--- src/rtl/multi_step_gen.sv ---
// Multi-channel step pulse generator fed by a one-deep segment shadow buffer.
// Latency: first step of a channel lands dt cycles after promotion; back-to-back segments promote with no gap.
// Backpressure: seg_ready is low while the shadow holds a segment; it reopens the cycle after promotion.
//
// Ports:
//   clk, reset          clock and synchronous active-high reset
//   seg_dt, seg_steps   per-channel interval / step count, channel i at [i*W +: W]
//   seg_valid/seg_ready segment handshake into the shadow buffer
//   abort_dt            WAIT timeout and ABORT step interval (0 behaves as 1), sampled live
//   stop                return to IDLE, discard the shadow and any offered segment
//   step_stb            one-cycle step pulse per channel
//   steps_done          steps emitted per channel in the current segment or abort run
//   seg_done            one-cycle pulse when the active segment completes
//   busy, abort         state != IDLE, and the abort indication
module multi_step_gen #(
    parameter int N_CH = 3,
    parameter int W    = 32
) (
    input  logic              clk,
    input  logic              reset,
    input  logic [N_CH*W-1:0] seg_dt,
    input  logic [N_CH*W-1:0] seg_steps,
    input  logic              seg_valid,
    output logic              seg_ready,
    input  logic [W-1:0]      abort_dt,
    input  logic              stop,
    output logic [N_CH-1:0]   step_stb,
    output logic [N_CH*W-1:0] steps_done,
    output logic              seg_done,
    output logic              busy,
    output logic              abort
);

    typedef logic [W-1:0] word_t;
    typedef logic [W:0]   wide_t;

    typedef enum logic [1:0] {
        ST_IDLE  = 2'd0,
        ST_RUN   = 2'd1,
        ST_WAIT  = 2'd2,
        ST_ABORT = 2'd3
    } state_t;

    // Registered state
    state_t          r_state;
    logic            r_sh_full;
    word_t           r_sh_dt    [N_CH];
    word_t           r_sh_steps [N_CH];
    word_t           r_dt       [N_CH];
    word_t           r_steps    [N_CH];
    word_t           r_cnt      [N_CH];
    word_t           r_done     [N_CH];
    logic [N_CH-1:0] r_mask;        // channels that were active in the last promoted segment
    word_t           r_wait_cnt;
    word_t           r_abort_cnt;

    // Next-state values
    state_t          w_state_nxt;
    logic            w_sh_full_nxt;
    word_t           w_sh_dt_nxt    [N_CH];
    word_t           w_sh_steps_nxt [N_CH];
    word_t           w_dt_nxt       [N_CH];
    word_t           w_steps_nxt    [N_CH];
    word_t           w_cnt_nxt      [N_CH];
    word_t           w_done_nxt     [N_CH];
    logic [N_CH-1:0] w_mask_nxt;
    word_t           w_wait_nxt;
    word_t           w_acnt_nxt;

    // Combinational helpers and outputs
    logic [N_CH-1:0] w_ch_act;
    logic [N_CH-1:0] w_ch_hit;
    logic [N_CH-1:0] w_stb;
    logic            w_seg_end;
    logic            w_seg_done;
    logic            w_abort;
    logic            w_accept;
    logic            w_promote;
    word_t           w_adt;

    // True when a counter at cnt reaches its limit this cycle (cnt+1 >= lim),
    // evaluated one bit wider so an all-ones count cannot wrap.
    function automatic logic reached(input word_t cnt, input word_t lim);
        return (wide_t'(cnt) + wide_t'(1)) >= wide_t'(lim);
    endfunction

    always_comb begin
        w_state_nxt    = r_state;
        w_sh_full_nxt  = r_sh_full;
        w_sh_dt_nxt    = r_sh_dt;
        w_sh_steps_nxt = r_sh_steps;
        w_dt_nxt       = r_dt;
        w_steps_nxt    = r_steps;
        w_cnt_nxt      = r_cnt;
        w_done_nxt     = r_done;
        w_mask_nxt     = r_mask;
        w_wait_nxt     = r_wait_cnt;
        w_acnt_nxt     = r_abort_cnt;
        w_stb          = '0;
        w_seg_done     = 1'b0;
        w_abort        = (r_state == ST_ABORT);
        w_promote      = 1'b0;
        w_accept       = seg_valid && !r_sh_full;
        w_adt          = (abort_dt == '0) ? word_t'(1) : abort_dt;

        // A segment ends when every channel is either idle already or
        // emits its final step in this cycle.
        w_seg_end = 1'b1;
        for (int i = 0; i < N_CH; i++) begin
            w_ch_act[i] = (r_dt[i] != '0) && (r_done[i] < r_steps[i]);
            w_ch_hit[i] = w_ch_act[i] && reached(r_cnt[i], r_dt[i]);
            if (w_ch_act[i] && !(w_ch_hit[i] && reached(r_done[i], r_steps[i]))) begin
                w_seg_end = 1'b0;
            end
        end

        case (r_state)
            ST_IDLE: begin
                if (r_sh_full) begin
                    w_promote = 1'b1;
                end
            end

            ST_RUN: begin
                for (int i = 0; i < N_CH; i++) begin
                    if (w_ch_hit[i]) begin
                        w_stb[i]      = 1'b1;
                        w_cnt_nxt[i]  = '0;
                        w_done_nxt[i] = r_done[i] + word_t'(1);
                    end else if (w_ch_act[i]) begin
                        w_cnt_nxt[i]  = r_cnt[i] + word_t'(1);
                    end
                end
                if (w_seg_end) begin
                    w_seg_done = 1'b1;
                    if (r_sh_full) begin
                        // Gapless hand-over: new counters start from 0 next cycle.
                        w_promote = 1'b1;
                    end else begin
                        w_state_nxt = ST_WAIT;
                        w_wait_nxt  = '0;
                    end
                end
            end

            ST_WAIT: begin
                if (r_sh_full) begin
                    w_promote = 1'b1;
                end else if (reached(r_wait_cnt, w_adt) && !w_accept) begin
                    // Timeout: first abort pulse fires in this same cycle. A segment
                    // arriving on the timeout cycle holds off the abort instead; it
                    // is promoted on the next cycle.
                    w_abort     = 1'b1;
                    w_stb       = r_mask;
                    w_acnt_nxt  = '0;
                    w_state_nxt = ST_ABORT;
                    for (int i = 0; i < N_CH; i++) begin
                        w_done_nxt[i] = r_mask[i] ? word_t'(1) : '0;
                    end
                end else begin
                    w_wait_nxt = r_wait_cnt + word_t'(1);
                end
            end

            ST_ABORT: begin
                if (r_sh_full) begin
                    w_promote = 1'b1;
                end else if (reached(r_abort_cnt, w_adt)) begin
                    w_stb      = r_mask;
                    w_acnt_nxt = '0;
                    for (int i = 0; i < N_CH; i++) begin
                        if (r_mask[i] && (r_done[i] != '1)) begin
                            w_done_nxt[i] = r_done[i] + word_t'(1);
                        end
                    end
                end else begin
                    w_acnt_nxt = r_abort_cnt + word_t'(1);
                end
            end

            default: begin
                w_state_nxt = ST_IDLE;
            end
        endcase

        if (w_promote) begin
            for (int i = 0; i < N_CH; i++) begin
                w_dt_nxt[i]    = r_sh_dt[i];
                w_steps_nxt[i] = r_sh_steps[i];
                w_cnt_nxt[i]   = '0;
                w_done_nxt[i]  = '0;
                w_mask_nxt[i]  = (r_sh_dt[i] != '0) && (r_sh_steps[i] != '0);
            end
            w_sh_full_nxt = 1'b0;
            w_state_nxt   = ST_RUN;
        end

        // Accept and promote are mutually exclusive: accept needs an empty shadow,
        // promote needs a full one.
        if (w_accept) begin
            w_sh_full_nxt = 1'b1;
            for (int i = 0; i < N_CH; i++) begin
                w_sh_dt_nxt[i]    = seg_dt[i*W +: W];
                w_sh_steps_nxt[i] = seg_steps[i*W +: W];
            end
        end

        // stop (and reset) override everything, including pulses already due.
        if (stop || reset) begin
            w_stb         = '0;
            w_seg_done    = 1'b0;
            w_abort       = (r_state == ST_ABORT);
            w_state_nxt   = ST_IDLE;
            w_sh_full_nxt = 1'b0;
            w_wait_nxt    = '0;
            w_acnt_nxt    = '0;
            w_mask_nxt    = '0;
            for (int i = 0; i < N_CH; i++) begin
                w_cnt_nxt[i]   = '0;
                w_done_nxt[i]  = '0;
                w_dt_nxt[i]    = '0;
                w_steps_nxt[i] = '0;
            end
        end
    end

    always_ff @(posedge clk) begin
        if (reset) begin
            r_state     <= ST_IDLE;
            r_sh_full   <= 1'b0;
            r_mask      <= '0;
            r_wait_cnt  <= '0;
            r_abort_cnt <= '0;
            for (int i = 0; i < N_CH; i++) begin
                r_sh_dt[i]    <= '0;
                r_sh_steps[i] <= '0;
                r_dt[i]       <= '0;
                r_steps[i]    <= '0;
                r_cnt[i]      <= '0;
                r_done[i]     <= '0;
            end
        end else begin
            r_state     <= w_state_nxt;
            r_sh_full   <= w_sh_full_nxt;
            r_mask      <= w_mask_nxt;
            r_wait_cnt  <= w_wait_nxt;
            r_abort_cnt <= w_acnt_nxt;
            r_sh_dt     <= w_sh_dt_nxt;
            r_sh_steps  <= w_sh_steps_nxt;
            r_dt        <= w_dt_nxt;
            r_steps     <= w_steps_nxt;
            r_cnt       <= w_cnt_nxt;
            r_done      <= w_done_nxt;
        end
    end

    always_comb begin
        steps_done = '0;
        for (int i = 0; i < N_CH; i++) begin
            steps_done[i*W +: W] = r_done[i];
        end
    end

    assign seg_ready = !r_sh_full;
    assign step_stb  = w_stb;
    assign seg_done  = w_seg_done;
    assign busy      = (r_state != ST_IDLE);
    assign abort     = w_abort;

endmodule
--- config.mk ---
export PLATFORM = sky130hd
export DESIGN_NAME = multi_step_gen
export DESIGN_NICKNAME = d
export VERILOG_FILES = /design/src/rtl/multi_step_gen.sv
export SDC_FILE = /design/constraint.sdc
export NUM_CORES = 2
export LEC_CHECK = 0
export CAP_MARGIN = 25
export CORE_UTILIZATION = 59
export DETAILED_ROUTE_END_ITERATION = 8
export PLACE_DENSITY = 0.87
export SYNTH_ARGS = -nofsm -noshare
export SYNTH_HDL_FRONTEND = slang
export SYNTH_SLANG_ARGS = --single-unit
--- constraint.sdc ---
create_clock -name clk -period 6.61 [get_ports clk]
set_clock_uncertainty 0.1 [all_clocks]
set_input_delay 1.322 -clock clk [delete_from_list [all_inputs] [get_ports clk]]
set_output_delay 1.322 -clock clk [all_outputs]
set_load 0.02 [all_outputs]
# Word level (Yosys, flattened, before mapping)

Index checks and enable logic that the tools add are counted.

Memories kept: 0
Bits in latches: 0
Input bits: 228
Register bits: 646
Bits in writable memories: 0
Bits in read-only memories: 0
Logic and storage cells: 194

Reductions and logical operators: 59
Divide/modulo/power cells: 0
Shift operators: 0
$lt $le $gt $ge: 11
Multiply operators: 0
Add/subtract/negate cells: 16
Muxes and demuxes: 61
Bitwise operators: 0
Equality and inequality tests: 23

Operators by type and width:

| operator                                                        | count |
|---|---|
| 32-bit two-way mux                                              | 21 |
| 96-bit two-way mux                                              | 4 |
| 96-bit one-hot mux with 3 select lines                          | 1 |
| 32-bit nonzero test                                             | 9 |
| 32-bit by 1-bit adder with 33-bit output, second input constant | 8 |
| 33-bit by 32-bit >= comparator with 1-bit output                | 8 |
| 32-bit by 1-bit adder with 32-bit output, second input constant | 8 |
| 32-bit one-hot mux with 2 select lines                          | 2 |
| 32-bit less-than comparator                                     | 3 |
| 32-bit inequality test, second input constant                   | 3 |
| 32-bit logical NOT                                              | 1 |
| 2-bit inequality test, second input constant                    | 13 |
| 1-bit two-way mux                                               | 21 |
| 7-bit AND reduction                                             | 3 |
| 1-bit logical AND                                               | 20 |
| 3-bit two-way mux                                               | 5 |
| 5-bit AND reduction                                             | 3 |
| 2-bit nonzero test                                              | 7 |
| 3-bit inequality test, second input constant                    | 4 |
| 3-bit one-hot mux with 3 select lines                           | 1 |
| 2-bit two-way mux                                               | 4 |
| 2-bit AND reduction                                             | 3 |
| 3-bit nonzero test                                              | 2 |
| 3-bit OR reduction                                              | 2 |
| 9 further kinds                                                 | 14 |

# Logic depth before layout (Yosys ltp)

Depth in word-level cells: 13
Depth in mapped cells: 21
Gate-level depth less buffers: 17

# Worst setup path after synthesis

No wires, ideal clock.

Kind: register -> output
From: reg r_cnt[34] in the netlist's numbering
To: out step_stb[1]
Setup slack: 805 ps
Arrival: 4,383 ps
Data required time: 5,188 ps
Cell stages (with the launch flop): 19
Cell sequence: dfxtp_1 > nand3_1 > nor2_1 > and3_1 > clkbuf_1 > nand3_1 > nor4_1 > and3_1 > xor2_1 > ha_1 > nand3_1 > or4_1 > nor3_1 > a311o_1 > or2_2 > clkbuf_1 > clkbuf_1 > nand2_1 > a21oi_1

Cells in the longest elaborated chain, start to end: 6

Ends and longest elaborated chain:

| item                                             | line | text |
|---|---|---|
| from (decl)                                      | 51   | `word_t r_cnt [N_CH];` |
| from (signal assigned)                           | 252  | `r_cnt <= w_cnt_nxt;` |
| 32-bit by 1-bit adder with 33-bit output         | 84   | `return (wide_t'(cnt) + wide_t'(1)) >= wide_t'(lim);` |
| 33-bit by 32-bit >= comparator with 1-bit output | 84   |  |
| 1-bit logical AND                                | 111  | `w_ch_hit[i] = w_ch_act[i] && reached(r_cnt[i], r_dt[i]);` |
| 1-bit two-way mux                                | 126  | `if (w_ch_hit[i]) begin` |
| 3-bit one-hot mux with 3 select lines            | 117  | `case (r_state)` |
| 3-bit two-way mux                                | 209  | `if (stop \|\| reset) begin` |
| to (decl)                                        | 27   | `output logic [N_CH-1:0] step_stb,` |

Every way passes these cells.

# Worst setup path after layout

From: reg r_cnt[64] in the netlist's numbering
To: out seg_done

Cells in the longest elaborated chain, start to end: 12

Ends and longest elaborated chain:

| item                                             | line | text |
|---|---|---|
| 32-bit by 1-bit adder with 33-bit output         | 84   |  |
| 33-bit by 32-bit >= comparator with 1-bit output | 84   |  |
| 1-bit logical AND                                | 111  |  |
| 1-bit logical AND                                | 112  | `if (w_ch_act[i] && !(w_ch_hit[i] && reached(r_done[i], r_steps[i]))) begin` |
| 1-bit logical NOT                                | 112  |  |
| 1-bit logical AND                                | 112  |  |
| 1-bit two-way mux (3 in series)                  | 112  |  |
| 1-bit two-way mux                                | 134  | `if (w_seg_end) begin` |
| 1-bit two-way mux                                | 117  |  |
| 1-bit two-way mux                                | 209  |  |
| to (decl)                                        | 29   | `output logic seg_done,` |

Every way passes these cells.

==> impl_metrics.tcl <==
set metrics [dict create \
    status "finished, final reports clean" \
    path_cells "ha_1, nand2_1, nor3_4, nand3_1, nor3_2, nand3_1, xnor2_1, ha_1, nor4_1, o21ai_0, a21oi_1, o2bb2ai_1, a221o_1, o22ai_1, a222oi_1, buf_4, and3_1, clkdlybuf4s15_2" \
    multi_input_area_um2 23500 \
    vias 36400 \
    ir_drop_uv 214 \
    hold_buffers 0 \
    worstMarginPinSlew_ps 1110 \
    yosys.cell_types.count 87 \
    fin_setup_tns_ps 0 \
    p_per_area_nw_per_um2 201 \
    r2r_cells 17 \
    globalplace.congestion 0.957 \
    slew_headroom_pct 25.3 \
    netlist_top_cells_area "dfxtp_1, ha_1, nand2_1" \
    rr_endpoint "steps_done[70]$_SDFFE_PP0P_" \
    final_cells 6069 \
    remaining_drc_errors 0 \
    start_kind "flop" \
    drt_iter0_markers 3624 \
    end_kind "primary output" \
    synth_seq_cells 646 \
    slowest_stage "a221o_1" \
    viasPerCell 6.00 \
    synth_top_family_by_area "simple AND/OR/NAND/NOR gates" \
    max_freq_ghz 0.152 \
    synth.top_cell.area_share_pct 33.5 \
    final_cell_mix "nand2_1, dfxtp_1, a21oi_1, ha_1, clkdlybuf4s50_1" \
    total_power_mw 9.05 \
    drive_above_1_share_pct 5.35 \
    path_class "flop to primary output" \
    die_x_um 258 \
    rows 93 \
    synth_seq_area_share_pct 33.5 \
    syn_area_um2 38600 \
    crit_family "simple AND/OR/NAND/NOR gates" \
    utilization_pct 69.9 \
    hp-class "flop to flop" \
    hold_violations 0 \
    dr.pass1.iters 6 \
    final_common_cell "nand2_1" \
    h-tree-depth 3 \
    grt_max_degree 216 \
    yosysWarnings 0 \
    grt_pass1_wl_mm 178 \
    port_buffers 330 \
    period_share_pct 99.7 \
    coreArea_um2 64600 \
    synth-compound-area-share_pct 13.2 \
    crit_fanout 5 \
    synthMuxAreaShare_pct 5.71 \
    synthXorXnorAreaFrac_pct 5.42 \
    report.final.slew_viol_count 0 \
    rr_startpoint "steps_done[4]$_SDFFE_PP0P_" \
    synth_fa_ha_area_share_pct 11.7 \
    finalHoldWorstSlack_ps 355 \
    synth-edff-count 0 \
    grt.total_usage_pct 32.7 \
    synth-main-ff-cell "dfxtp_1" \
    cts_tree "yes" \
    root_buffer "clkbuf_16" \
    r2r_setup_slack_ps 980 \
    grt_antenna_before_repair 1 \
    first_global_vias 34300 \
    async_flop_share_pct 0 \
    post_drt_wl_per_cell_um 18.6 \
    slowest_delay_ps 440 \
    dp_hpwl_mm 80.7 \
    hold-path-endpoint "r_steps[33]$_SDFFE_PP0P_" \
    syn-mean-instance-area_um2 7.84 \
    cap_violations 0 \
    routed_wl_mm 113 \
    area_delta_synth_final_pct 17.0 \
    period_minus_slack_ps 6590 \
    dp.cells 5930 \
    finalSetupViolations 0 \
    path_clk_slew_ps 70 \
    cts.sinks 646 \
    cp_num_buf_inv 2 \
    crit_arrival_ps 5170 \
    die_h_um 258 \
    clk_latency_ps 640 \
    die_area_um2 66400 \
    rsz0062_at_grt "yes" \
    cts_buffer_depth 3 \
    whs_path_depth 2 \
    cellLeakagePower_nw 17.3 \
    startpoint "r_cnt[64]$_SDFFE_PP0P_" \
    hp-start "r_steps[33]$_SDFFE_PP0P_" \
    yosysTopAreaCell "dfxtp_1" \
    final-seq-area_um2 12900 \
    detail-route-antenna-nets 0 \
    synthSimpleGateAreaFrac_pct 24.5 \
    start_util_pct 59.7 \
    syn_inst 4919 \
    overflow 0 \
    n_fill_cell 4965 \
    syn-num-nets 5507 \
    cts_buffers 71 \
    io_pins 331 \
    cp.required_ps 5190 \
    fin_nets 5750 \
]
through the flow:
step / setup WS [ps] / instance area, um^2
after floorplan: 805 / 38600
after global placement: 305 / 42400
after detailed placement: 138 / 42400
after CTS: 32.2 / 45000
after global routing: -214 / 45100
final: 18.1 / 45100
cell usage after synthesis, drive strengths merged (7+ instances only):
library cell  number
or2                9
and2              29
nand2           1106
clkbuf           182
a221oi             8
inv              292
xnor2            168
nand2b             9
nor2b             27
or4               12
nor3              50
and4              29
dfxtp            646
o211ai            16
a211oi            17
buf               59
nand3b            31
o22ai              7
o211a              7
a21oi            505
a21o              38
nand4b             7
and3              59
nor4             111
nand4            115
nand3            212
a21boi            12
a211o              8
nor2             214
xor2              71
mux2i            220
ha               360
a22oi             34
a31oi             18
o21a              11
o21ai            148
or3               12
per-layer routing:
| metal | part of all wire (%) | wire [um] | GRT usage [%] | vias up |
|---|---|---|---|---|
| met1 | 41 | 46000 | 41.2 | 17100 |
| met5 | 0 | 0 | 0 | - |
| met3 | 9.1 | 10300 | 7.60 | 306 |
| met4 | 5.0 | 5580 | 16.1 | 0 |
| li1 | - | - | - | 17500 |
| met2 | 45 | 50700 | 52.4 | 1510 |
cells by family (layout without fill, tap and decap cells):
kind of cell	after synthesis	after routing
XOR/XNOR	239	239
AND/OR/NAND/NOR	2043	2043
buffers and inverters	533	827
adder cells (fa/ha/maj)	360	360
AO/OA/AOI/OAI	878	878
flip-flops	646	646
multiplexers	220	220
other	0	1
flip-flops by register name, summed over array words and instances, names as in the netlist:
signal,flops
r_wait_cnt,32
r_steps,96
r_sh_full,1
r_abort_cnt,32
r_sh_steps,96
r_state,2
r_mask,3
steps_done,96
r_dt,96
r_sh_dt,96
r_cnt,96
worst register-to-register path: stages (launching register included):
cell      delay [ps]
dfxtp_1          450
and4_1           330
nand3_1          240
nor2_2           240
nand3_1          200
nor2_2           290
and3_1           260
xor2_1            80
ha_1             300
nand3_1          110
nor3_1           310
a21oi_1          110
o211ai_1         330
o22ai_1          250
a222oi_1         640
a21o_4           660
buf_4            490
a21oi_1          100
worst max path at each step:
stage	to	slack, ps	cells past startpoint
after CTS	step_stb[0]	30	19
after floorplan	step_stb[1]	800	18
final	seg_done	20	18
after detailed placement	seg_done	140	16
after global routing	seg_done	-210	18
after global placement	seg_done	310	17
timing repair:
action / 4_1_cts / 5_1_grt
gates resized for setup: 14 / 34
setup buffers: 3 / 11
pin swaps: 2 / 7
setup endpoints to repair: 5 / 5
endpoints found under the hold margin: 0 / 0
area by class of cell:
type	instances	area share (%)
Antenna cell	1	0.00554
Clock buffer	95	4.57
Clock inverter	29	1.02
Inverter	292	2.43
Multi-Input combinational cell	3740	52.1
Sequential cell	646	28.7
Tap cell	855	2.37
Timing Repair Buffer	411	8.87
where the power goes:
part / internal, mW / total (mW) / switching (mW)
logic: 0.295 / 0.713 / 0.419
registers: 3.97 / 4.05 / 0.0736
clock network: 2.60 / 4.29 / 1.70
(Power assumes the default switching activity.)
